<file path="config.mk">
export PLATFORM = sky130hd
export DESIGN_NAME = reg2mem_ctrl_flat
export DESIGN_NICKNAME = d
export VERILOG_FILES = /design/src/rtl/reg2mem_pkg.sv /design/src/rtl/reg2mem_ctrl_if.sv /design/src/rtl/reg2mem_ctrl.sv /design/src/flat_wrapper.sv
export SDC_FILE = /design/constraint.sdc
export NUM_CORES = 1
export LEC_CHECK = 0
export ABC_AREA = 1
export CORE_UTILIZATION = 45
export DETAILED_ROUTE_END_ITERATION = 16
export PLACE_DENSITY = 0.76
export SLEW_MARGIN = 30
export SYNTH_ARGS = -nofsm -noshare
export SYNTH_HDL_FRONTEND = slang
export SYNTH_SLANG_ARGS = --single-unit
export TNS_END_PERCENT = 30
</file>
<file path="constraint.sdc">
create_clock -name clk -period 2 [get_ports clk]
set_clock_uncertainty 0.2 [all_clocks]
set_input_delay 0.4 -clock clk [delete_from_list [all_inputs] [get_ports clk]]
set_output_delay 0.4 -clock clk [all_outputs]
set_load 0.02 [all_outputs]
</file>
<file path="src/rtl/reg2mem_pkg.sv">
// reg2mem_pkg: opcodes, FSM state encoding and instruction field positions shared by reg2mem_ctrl
package reg2mem_pkg;
  localparam int INSTR_W = 10;
  localparam int IMM_W = 4;
  localparam int OP_LSB = 8;
  localparam int FLD_LSB = 4;
  localparam int ADDR_LSB = 0;
  localparam logic [1:0] OP_STORE = 2'd0;
  localparam logic [1:0] OP_TO_MEM = 2'd1;
  localparam logic [1:0] OP_FROM_MEM = 2'd2;
  localparam logic [1:0] OP_LOAD = 2'd3;
  typedef enum logic [2:0] {
    S_IDLE,
    S_REG_RD,
    S_MEM_RD,
    S_WAIT,
    S_MEM_WR,
    S_REG_WR,
    S_RESP
  } state_e;
endpackage

</file>
<file path="src/rtl/reg2mem_ctrl_if.sv">
// reg2mem_ctrl_if: instruction, storage-control and result signals of the reg2mem sequencer
//   master: the controller (drives storage pins, instr_ready, busy, res/res_valid)
//   slave : instruction source, storage blocks and result consumer
interface reg2mem_ctrl_if #(
  parameter int DATA_W = 4,
  parameter int MEM_AW = 4,
  parameter int REG_AW = 3
);
  logic instr_valid;
  logic instr_ready;
  logic [9:0] instruction;
  logic busy;
  logic reg_en;
  logic reg_we;
  logic [REG_AW-1:0] reg_addr;
  logic [DATA_W-1:0] reg_wdata;
  logic [DATA_W-1:0] reg_rdata;
  logic mem_en;
  logic mem_we;
  logic [MEM_AW-1:0] mem_addr;
  logic [DATA_W-1:0] mem_wdata;
  logic [DATA_W-1:0] mem_rdata;
  logic [DATA_W-1:0] res;
  logic res_valid;
  logic res_ready;
  modport master (
    input instr_valid, instruction, reg_rdata, mem_rdata, res_ready,
    output instr_ready, busy, reg_en, reg_we, reg_addr, reg_wdata,
    output mem_en, mem_we, mem_addr, mem_wdata, res, res_valid
  );
  modport slave (
    output instr_valid, instruction, reg_rdata, mem_rdata, res_ready,
    input instr_ready, busy, reg_en, reg_we, reg_addr, reg_wdata,
    input mem_en, mem_we, mem_addr, mem_wdata, res, res_valid
  );
endinterface

</file>
<file path="src/rtl/reg2mem_ctrl.sv">
// reg2mem_ctrl: serialising sequencer moving data between an 8x4 register file and a 16x4 block memory
//   clk, rst : clock and async active-high reset
//   bus      : instruction handshake, register-file and memory control pins, result channel
module reg2mem_ctrl
  import reg2mem_pkg::*;
#(
  parameter int DATA_W = 4,
  parameter int MEM_AW = 4,
  parameter int REG_AW = 3,
  parameter int RD_LAT = 1
) (
  input logic clk,
  input logic rst,
  reg2mem_ctrl_if.master bus
);
  localparam int CW = RD_LAT > 1 ? $clog2(RD_LAT) : 1;
  state_e state_q, state_d;
  logic [INSTR_W-1:0] instr_q, instr_d;
  logic [CW-1:0] cnt_q, cnt_d;
  logic [DATA_W-1:0] cap_q, cap_d, res_q, res_d;
  logic [DATA_W-1:0] reg_wdata_q, reg_wdata_d, mem_wdata_q, mem_wdata_d;
  logic [REG_AW-1:0] reg_addr_q, reg_addr_d;
  logic [MEM_AW-1:0] mem_addr_q, mem_addr_d;
  logic busy_q, busy_d, res_valid_q, res_valid_d;
  logic reg_en_q, reg_en_d, reg_we_q, reg_we_d, mem_en_q, mem_en_d, mem_we_q, mem_we_d;
  logic [1:0] op_in, op_q, op_d;
  assign op_in = bus.instruction[OP_LSB +: 2];
  assign op_q = instr_q[OP_LSB +: 2];
  assign op_d = instr_d[OP_LSB +: 2];
  always_comb begin
    state_d = state_q;
    instr_d = instr_q;
    cnt_d = cnt_q;
    cap_d = cap_q;
    case (state_q)
      S_IDLE: if (bus.instr_valid) begin
        instr_d = bus.instruction;
        state_d = op_in == OP_STORE ? S_MEM_WR : op_in == OP_TO_MEM ? S_REG_RD : S_MEM_RD;
      end
      S_REG_RD, S_MEM_RD: begin
        state_d = S_WAIT;
        cnt_d = CW'(RD_LAT - 1);
      end
      S_WAIT: if (cnt_q == '0) begin
        cap_d = op_q == OP_TO_MEM ? bus.reg_rdata : bus.mem_rdata;
        state_d = op_q == OP_TO_MEM ? S_MEM_WR : op_q == OP_FROM_MEM ? S_REG_WR : S_RESP;
      end else begin
        cnt_d = cnt_q - 1'b1;
      end
      S_MEM_WR, S_REG_WR: state_d = S_IDLE;
      S_RESP: state_d = bus.res_ready ? S_IDLE : S_RESP;
      default: state_d = S_IDLE;
    endcase
  end
  // Outputs are decoded from the next state so that, once registered, they line up with the state they describe.
  always_comb begin
    reg_en_d = state_d == S_REG_RD || state_d == S_REG_WR;
    reg_we_d = state_d == S_REG_WR;
    mem_en_d = state_d == S_MEM_RD || state_d == S_MEM_WR;
    mem_we_d = state_d == S_MEM_WR;
    reg_addr_d = reg_en_d ? instr_d[FLD_LSB +: REG_AW] : '0;
    reg_wdata_d = reg_we_d ? cap_d : '0;
    mem_addr_d = mem_en_d ? instr_d[ADDR_LSB +: MEM_AW] : '0;
    mem_wdata_d = !mem_we_d ? '0 : op_d == OP_STORE ? DATA_W'(instr_d[FLD_LSB +: IMM_W]) : cap_d;
    res_valid_d = state_d == S_RESP;
    res_d = res_valid_d ? cap_d : res_q;
    busy_d = state_d != S_IDLE;
  end
  always_ff @(posedge clk or posedge rst) begin
    if (rst) begin
      state_q <= S_IDLE;
      instr_q <= '0;
      cnt_q <= '0;
      cap_q <= '0;
      res_q <= '0;
      res_valid_q <= 1'b0;
      busy_q <= 1'b0;
      reg_en_q <= 1'b0;
      reg_we_q <= 1'b0;
      reg_addr_q <= '0;
      reg_wdata_q <= '0;
      mem_en_q <= 1'b0;
      mem_we_q <= 1'b0;
      mem_addr_q <= '0;
      mem_wdata_q <= '0;
    end else begin
      state_q <= state_d;
      instr_q <= instr_d;
      cnt_q <= cnt_d;
      cap_q <= cap_d;
      res_q <= res_d;
      res_valid_q <= res_valid_d;
      busy_q <= busy_d;
      reg_en_q <= reg_en_d;
      reg_we_q <= reg_we_d;
      reg_addr_q <= reg_addr_d;
      reg_wdata_q <= reg_wdata_d;
      mem_en_q <= mem_en_d;
      mem_we_q <= mem_we_d;
      mem_addr_q <= mem_addr_d;
      mem_wdata_q <= mem_wdata_d;
    end
  end
  assign bus.instr_ready = state_q == S_IDLE;
  assign bus.busy = busy_q;
  assign bus.reg_en = reg_en_q;
  assign bus.reg_we = reg_we_q;
  assign bus.reg_addr = reg_addr_q;
  assign bus.reg_wdata = reg_wdata_q;
  assign bus.mem_en = mem_en_q;
  assign bus.mem_we = mem_we_q;
  assign bus.mem_addr = mem_addr_q;
  assign bus.mem_wdata = mem_wdata_q;
  assign bus.res = res_q;
  assign bus.res_valid = res_valid_q;
endmodule

</file>
<file path="src/flat_wrapper.sv">
// flat-port wrapper written by rule: the top's interface ports become plain ports
module reg2mem_ctrl_flat import reg2mem_pkg::*;
#(
  parameter int DATA_W = 4,
  parameter int MEM_AW = 4,
  parameter int REG_AW = 3,
  parameter int RD_LAT = 1
)
  (clk, rst, bus_instr_valid, bus_instruction, bus_reg_rdata, bus_mem_rdata, bus_res_ready, bus_instr_ready, bus_busy, bus_reg_en, bus_reg_we, bus_reg_addr, bus_reg_wdata, bus_mem_en, bus_mem_we, bus_mem_addr, bus_mem_wdata, bus_res, bus_res_valid);
  reg2mem_ctrl_if #(.DATA_W(DATA_W), .MEM_AW(MEM_AW), .REG_AW(REG_AW)) bus_i ();
  input logic clk;
  input logic rst;
  input wire logic [$bits(bus_i.instr_valid)-1:0] bus_instr_valid;
  input wire logic [$bits(bus_i.instruction)-1:0] bus_instruction;
  input wire logic [$bits(bus_i.reg_rdata)-1:0] bus_reg_rdata;
  input wire logic [$bits(bus_i.mem_rdata)-1:0] bus_mem_rdata;
  input wire logic [$bits(bus_i.res_ready)-1:0] bus_res_ready;
  output wire logic [$bits(bus_i.instr_ready)-1:0] bus_instr_ready;
  output wire logic [$bits(bus_i.busy)-1:0] bus_busy;
  output wire logic [$bits(bus_i.reg_en)-1:0] bus_reg_en;
  output wire logic [$bits(bus_i.reg_we)-1:0] bus_reg_we;
  output wire logic [$bits(bus_i.reg_addr)-1:0] bus_reg_addr;
  output wire logic [$bits(bus_i.reg_wdata)-1:0] bus_reg_wdata;
  output wire logic [$bits(bus_i.mem_en)-1:0] bus_mem_en;
  output wire logic [$bits(bus_i.mem_we)-1:0] bus_mem_we;
  output wire logic [$bits(bus_i.mem_addr)-1:0] bus_mem_addr;
  output wire logic [$bits(bus_i.mem_wdata)-1:0] bus_mem_wdata;
  output wire logic [$bits(bus_i.res)-1:0] bus_res;
  output wire logic [$bits(bus_i.res_valid)-1:0] bus_res_valid;
  assign bus_i.instr_valid = bus_instr_valid;
  assign bus_i.instruction = bus_instruction;
  assign bus_i.reg_rdata = bus_reg_rdata;
  assign bus_i.mem_rdata = bus_mem_rdata;
  assign bus_i.res_ready = bus_res_ready;
  assign bus_instr_ready = bus_i.instr_ready;
  assign bus_busy = bus_i.busy;
  assign bus_reg_en = bus_i.reg_en;
  assign bus_reg_we = bus_i.reg_we;
  assign bus_reg_addr = bus_i.reg_addr;
  assign bus_reg_wdata = bus_i.reg_wdata;
  assign bus_mem_en = bus_i.mem_en;
  assign bus_mem_we = bus_i.mem_we;
  assign bus_mem_addr = bus_i.mem_addr;
  assign bus_mem_wdata = bus_i.mem_wdata;
  assign bus_res = bus_i.res;
  assign bus_res_valid = bus_i.res_valid;
  reg2mem_ctrl #(.DATA_W(DATA_W), .MEM_AW(MEM_AW), .REG_AW(REG_AW), .RD_LAT(RD_LAT)) u_core (.clk(clk), .rst(rst), .bus(bus_i));
endmodule
</file>
---- Yosys cells after proc, flatten, opt, wreduce, memory -nomap -nowiden ----
Cells that the tools add are included.
word-level totals
  output and inout bits ................... 26
  logic and storage cells ................. 56
  flip-flop bits (word level) ............. 43
  input bits .............................. 22
operators by class
  eq/ne operators ......................... 12
  add/sub/neg operators ................... 1
  reduce and logical (&&, ||, !) cells .... 8
  mux-type cells .......................... 20
operators by type and width
  kind                                            count
  two-way mux 4 bit                               7
  two-way mux 10 bit                              2
  two-way mux 3 bit                               6
  == test 3 bit (second input constant)           4
  one-hot mux 3 bit (4 select lines)              1
  == test 3 x 2 -> 1 bit (second input constant)  3
  == test 3 x 1 -> 1 bit (second input constant)  2
  == test 2 x 1 -> 1 bit (second input constant)  2
  logical NOT 2 bit                               2
  two-way mux 2 bit                               2
  logical NOT 3 bit                               1
  nonzero test 3 bit                              1
  == test 2 bit (second input constant)           1
  logical OR 1 bit                                2
  one-hot mux 1 bit (2 select lines)              1
  nonzero test 2 bit                              1
  OR reduction 2 bit                              1
  two-way mux 1 bit                               1
  subtractor 1 bit (second input constant)        1

---- Logic depth before layout (Yosys ltp) ----
  word-level depth ........................ 8
  depth in mapped cells ................... 11
  mapped depth without buffers ............ 10

---- Least setup slack after synthesis ----
Ideal clock, no wire load.
  kind .................................... flip-flop to flip-flop
  start point ............................. reg u_core.state_q[0]
  end point ............................... reg u_core.reg_wdata_q[0] (netlist: u_core.bus.reg_wdata[0])
  slack ................................... 0.407 ns
  data required time ...................... 1.728 ns
  stages on the path, launching flop included .. 10
  arrival time ............................ 1.322 ns
  library setup time ...................... 0.072 ns
  period minus slack after synthesis ...... 1.593 ns
  cells stage by stage .................... dfrtp_1 inv_2 nand2_1 nor2_4 nand3_1 nand2_4 inv_2 nor2_4 inv_2 nor2_1
between the ends
  elaborated cells between the ends (all ways) .. 12
RTL lines
  item                                line                RTL
  from (decl)                         reg2mem_ctrl.sv:17  state_e state_q, state_d;
  from (signal assigned)              reg2mem_ctrl.sv:87  state_q <= state_d;
  logical NOT 3 bit                   n/a
  named net bus_instr_ready           flat_wrapper.sv:18  output wire logic [$bits(bus_i.instr_ready)-1:0] bus_instr_ready;
  one-hot mux 3 bit (4 select lines)  reg2mem_ctrl.sv:35  case (state_q)
  named net u_core.state_d[2]         reg2mem_ctrl.sv:17
  == test 3 bit                       reg2mem_ctrl.sv:58  reg_we_d = state_d == S_REG_WR;
  named net u_core.reg_we_d           reg2mem_ctrl.sv:25  logic reg_en_q, reg_en_d, reg_we_q, reg_we_d, mem_en_q, mem_en_d, mem_we_q, mem_we_d;
  two-way mux 4 bit                   reg2mem_ctrl.sv:62  reg_wdata_d = reg_we_d ? cap_d : '0;
  named net u_core.reg_wdata_d[0]     reg2mem_ctrl.sv:21  logic [DATA_W-1:0] reg_wdata_q, reg_wdata_d, mem_wdata_q, mem_wdata_d;
  to (signal assigned)                reg2mem_ctrl.sv:97  reg_wdata_q <= reg_wdata_d;
  to (decl)                           reg2mem_ctrl.sv:21
The timed path passes the listed nets, and every way through them passes these cells.
A chain may end at the register's enable or synchronous reset.

---- Worst setup path after layout ----
  start point ............................. reg u_core.state_q[1]
  end point ............................... out bus_instr_ready
between the ends
  word-level cells in the longest chain between the ends .. 1
RTL lines
  item               line                 RTL
  logical NOT 3 bit  reg2mem_ctrl.sv:104  assign bus.instr_ready = state_q == S_IDLE;
  to (decl)          flat_wrapper.sv:18
No other way between the ends.

==> results.md <==
- Top-area cell type share of the netlist area: 0.566
- Clock latency on the worst-skew pair: a little under 0.3 ns
- Via-per-instance ratio: 4.58
- Worst relative slew slack: 0.786
- Number of buffers inserted for hold repair after clock tree synthesis: 0
- Clock-pin slew on the worst setup and hold paths: 0.08 ns
- Arrival time at the worst endpoint: 1.30 ns
- Origin of the critical flop-to-flop path: u_core.state_q[0]$_DFF_PP0_
- Post-CTS setup buffer count: 0
- Effective utilization at floorplan: 0.488
- Core Region: 3800 um^2
- Mean area per synthesized cell: between 8 and 9 um^2
- Most common cell after layout, fill and taps aside: nand2_1
- Cells taking the most area after synthesis: dfrtp_1, nand2_1, inv_1
- Number of sinks driven by the clock tree: between 40 and 50
- Total CTS buffers: 5
- Die span in y: 66.2 um
- Outcome: completed
- Number of instances in the synthesized netlist: 207
- Number of rows created at floorplan: 22
- Number of warnings reported in the yosys synthesis log: 0
- Share of the cycle needed by the critical path after routing: 0.952
- Number of antenna violations at the first check in global routing: 0
- Total detailed-routing wirelength: around 3.6 mm
- Die ar.: 4380 um^2
- Total vias in the final route: between 1k and 1.5k
- Post-DP HPWL: 2.67 mm
- Startpoint Class: register
- DRC violation count after routing: 0
- Post_cts resized: 1
- IO Port Bufs: 47
- Post-layout nets: about 300
- Clock H-tree levels: 2
- Endpoint kind of the worst setup timing path: output port
- Depth of the critical timing path with buffers and inverters included: 4
- Total of max-cap violations: 0
- Number of buffers and inverters on the critical path: 2
- Total setup violations reported at the end of the flow: 0
- Worst reg-to-reg setup slack: 0.19 ns
- Total iterations of the first detailed-routing run: 4
- Pin count of the biggest net entering global routing: 43
- Number of hold-slack violations in the final timing report: 0
- Biggest cell delay along the critical path: between 0.4 and 0.5 ns
- Cell leakage power: ~1.3 nW
- Most area-hungry cell type in the Yosys netlist: dfrtp_1
- Cell area after synthesis: 1860 um^2
- Final RePlAce weighted congestion: 0.816
- Number of global-route vias before repair: 1399
- Sequential area share after synthesis: 0.566
- Hold slack final: 0.256 ns
- Number of cells traversed by the worst register-to-register path: 6
- I/O pin cnt: 48
- Overall die width: 66.2 um
- Buffer type at the clock tree root: clkbuf_8
- Synthesis-to-layout area growth: 38.4%
- Overflow left after global routing: 0
- Commonest cells after routing, fill and taps aside: nand2_1, clkdlybuf4s50_1, dfrtp_1
- Antenna diodes: 0
- Biggest fanout along the worst timing path: 4
- Transition time of the tightest slew-check pin: about 0.32 ns
- Net count after synthesis: around 230
- Max rail drop VDD: ~0.00092 V
- Critical path data required time: 1.40 ns
- First DRT Iteration DRCs: 126
- Worst-path cell chain: inv_1 > nand2_1 > nor2_4 > dlygate4sd2_1
- Final worst path period need: 1.90 ns
- First-pass GRT wire length: 6.12 mm
- Remaining antenna violation count: 0
- Upper clock frequency limit: roughly 0.53 GHz
- Worst flop-to-flop path endpoint: u_core.instr_q[3]$_DFF_PP0_
- CTS tree: built
- Fraction of final layout cells sized beyond drive strength 1: 0.177
- Min-Delay Path Class: in -> async
- Cell area power density: 1570 nW/um^2
- Max Root-Sink Buffers: 2
- CP top delay family: flip-flops
- Routed length per placed instance: 11.2 um
- Distinct cell type count of the synthesized netlist: 21
- Flops & latches, synth: 42
- Total power draw: between 0.004 and 0.005 W
- All-layer global routing usage: 0.193
- Pins over their slew limit: 0
- Slowest stage cell on the critical path: dfrtp_1
- Unrepaired setup endpoints after global routing: false
- Critical setup path kind: reg -> out
[routing by layer]
| layer | track usage | wire (um) |
|---|---|---|
| met5 | 0 | 0 |
| met2 | 0.320 | 1680 |
| met1 | 0.239 | 1680 |
| met4 | 0.0878 | 58 |
| met3 | 0.0414 | 144 |
[flip-flops by register name, summed over array words and instances, names as in the netlist, 3 cells and up]
| register | count |
|---|---|
| u_core.bus.mem_addr | 4 |
| u_core.bus.mem_wdata | 4 |
| u_core.bus.reg_addr | 3 |
| u_core.bus.reg_wdata | 4 |
| u_core.bus.res | 4 |
| u_core.cap_q | 4 |
| u_core.instr_q | 10 |
| u_core.state_q | 3 |
[final cells by class]
type	instances	area, um^2
clock inverters	1	5.00
fillers	325	1230
multi-input cells	128	674
flip-flops and latches	42	1050
well taps	48	60.1
clock buffers	7	86.3
repair buffers	57	557
inverters	36	135
[tightest hold or removal path, delay by kind of cell]
family / cells / cell delay (ns)
buffers and inverters: 3 / 0.71
[worst max path at each step]
stage,start,end
finish,u_core.state_q[1]$_DFF_PP0_,bus_instr_ready
detailed placement,bus_instr_valid,u_core.bus.res[2]$_DFFE_PP0N_
CTS,u_core.state_q[1]$_DFF_PP0_,bus_instr_ready
global placement,bus_instr_valid,u_core.bus.res[2]$_DFFE_PP0N_
global route,u_core.state_q[1]$_DFF_PP0_,bus_instr_ready
floorplan,u_core.state_q[0]$_DFF_PP0_,u_core.bus.reg_wdata[0]$_DFF_PP0_
[kinds of logic (layout without fill, tap and decap cells)]
kind of cell / Yosys count / in the layout / share of synthesized area
buffers and inverters: 37 / 101 / 0.0755
and+or+nand+nor: 101 / 101 / 0.269
adders and majority gates: 2 / 2 / 0.0135
AOI/OAI and AO/OA: 25 / 25 / 0.0755
DFF: 42 / 42 / 0.566
[cell usage after synthesis, drive strengths merged]
library cell	instances
nor2	16
buf	1
or2	5
a21oi	10
ha	2
o21ai	15
nand2	64
dfrtp	42
nand4	1
inv	36
nand3	15
[stage by stage]
stage,worst slack (ns),instances,setup TNS [ns],area [um^2],utilization
detailed placement,-0.115,311,-1.88,2470,0.650
finish,0.0958,319,0,2570,0.676
floorplan,0.407,207,0,1860,-
global route,0.0312,319,0,2570,0.676
CTS,0.0918,319,0,2560,0.674
global placement,-0.111,311,-1.27,2470,0.650
[report_power, final]
group          leakage [nW]  total (W)  switching (W)  internal, W
combinational         0.729    0.00215        0.00132     0.000833
sequential            0.536    0.00133       0.000140      0.00119
clock                0.0482   0.000549       0.000270     0.000278
Note: power is estimated with default switching activity, not from simulation.
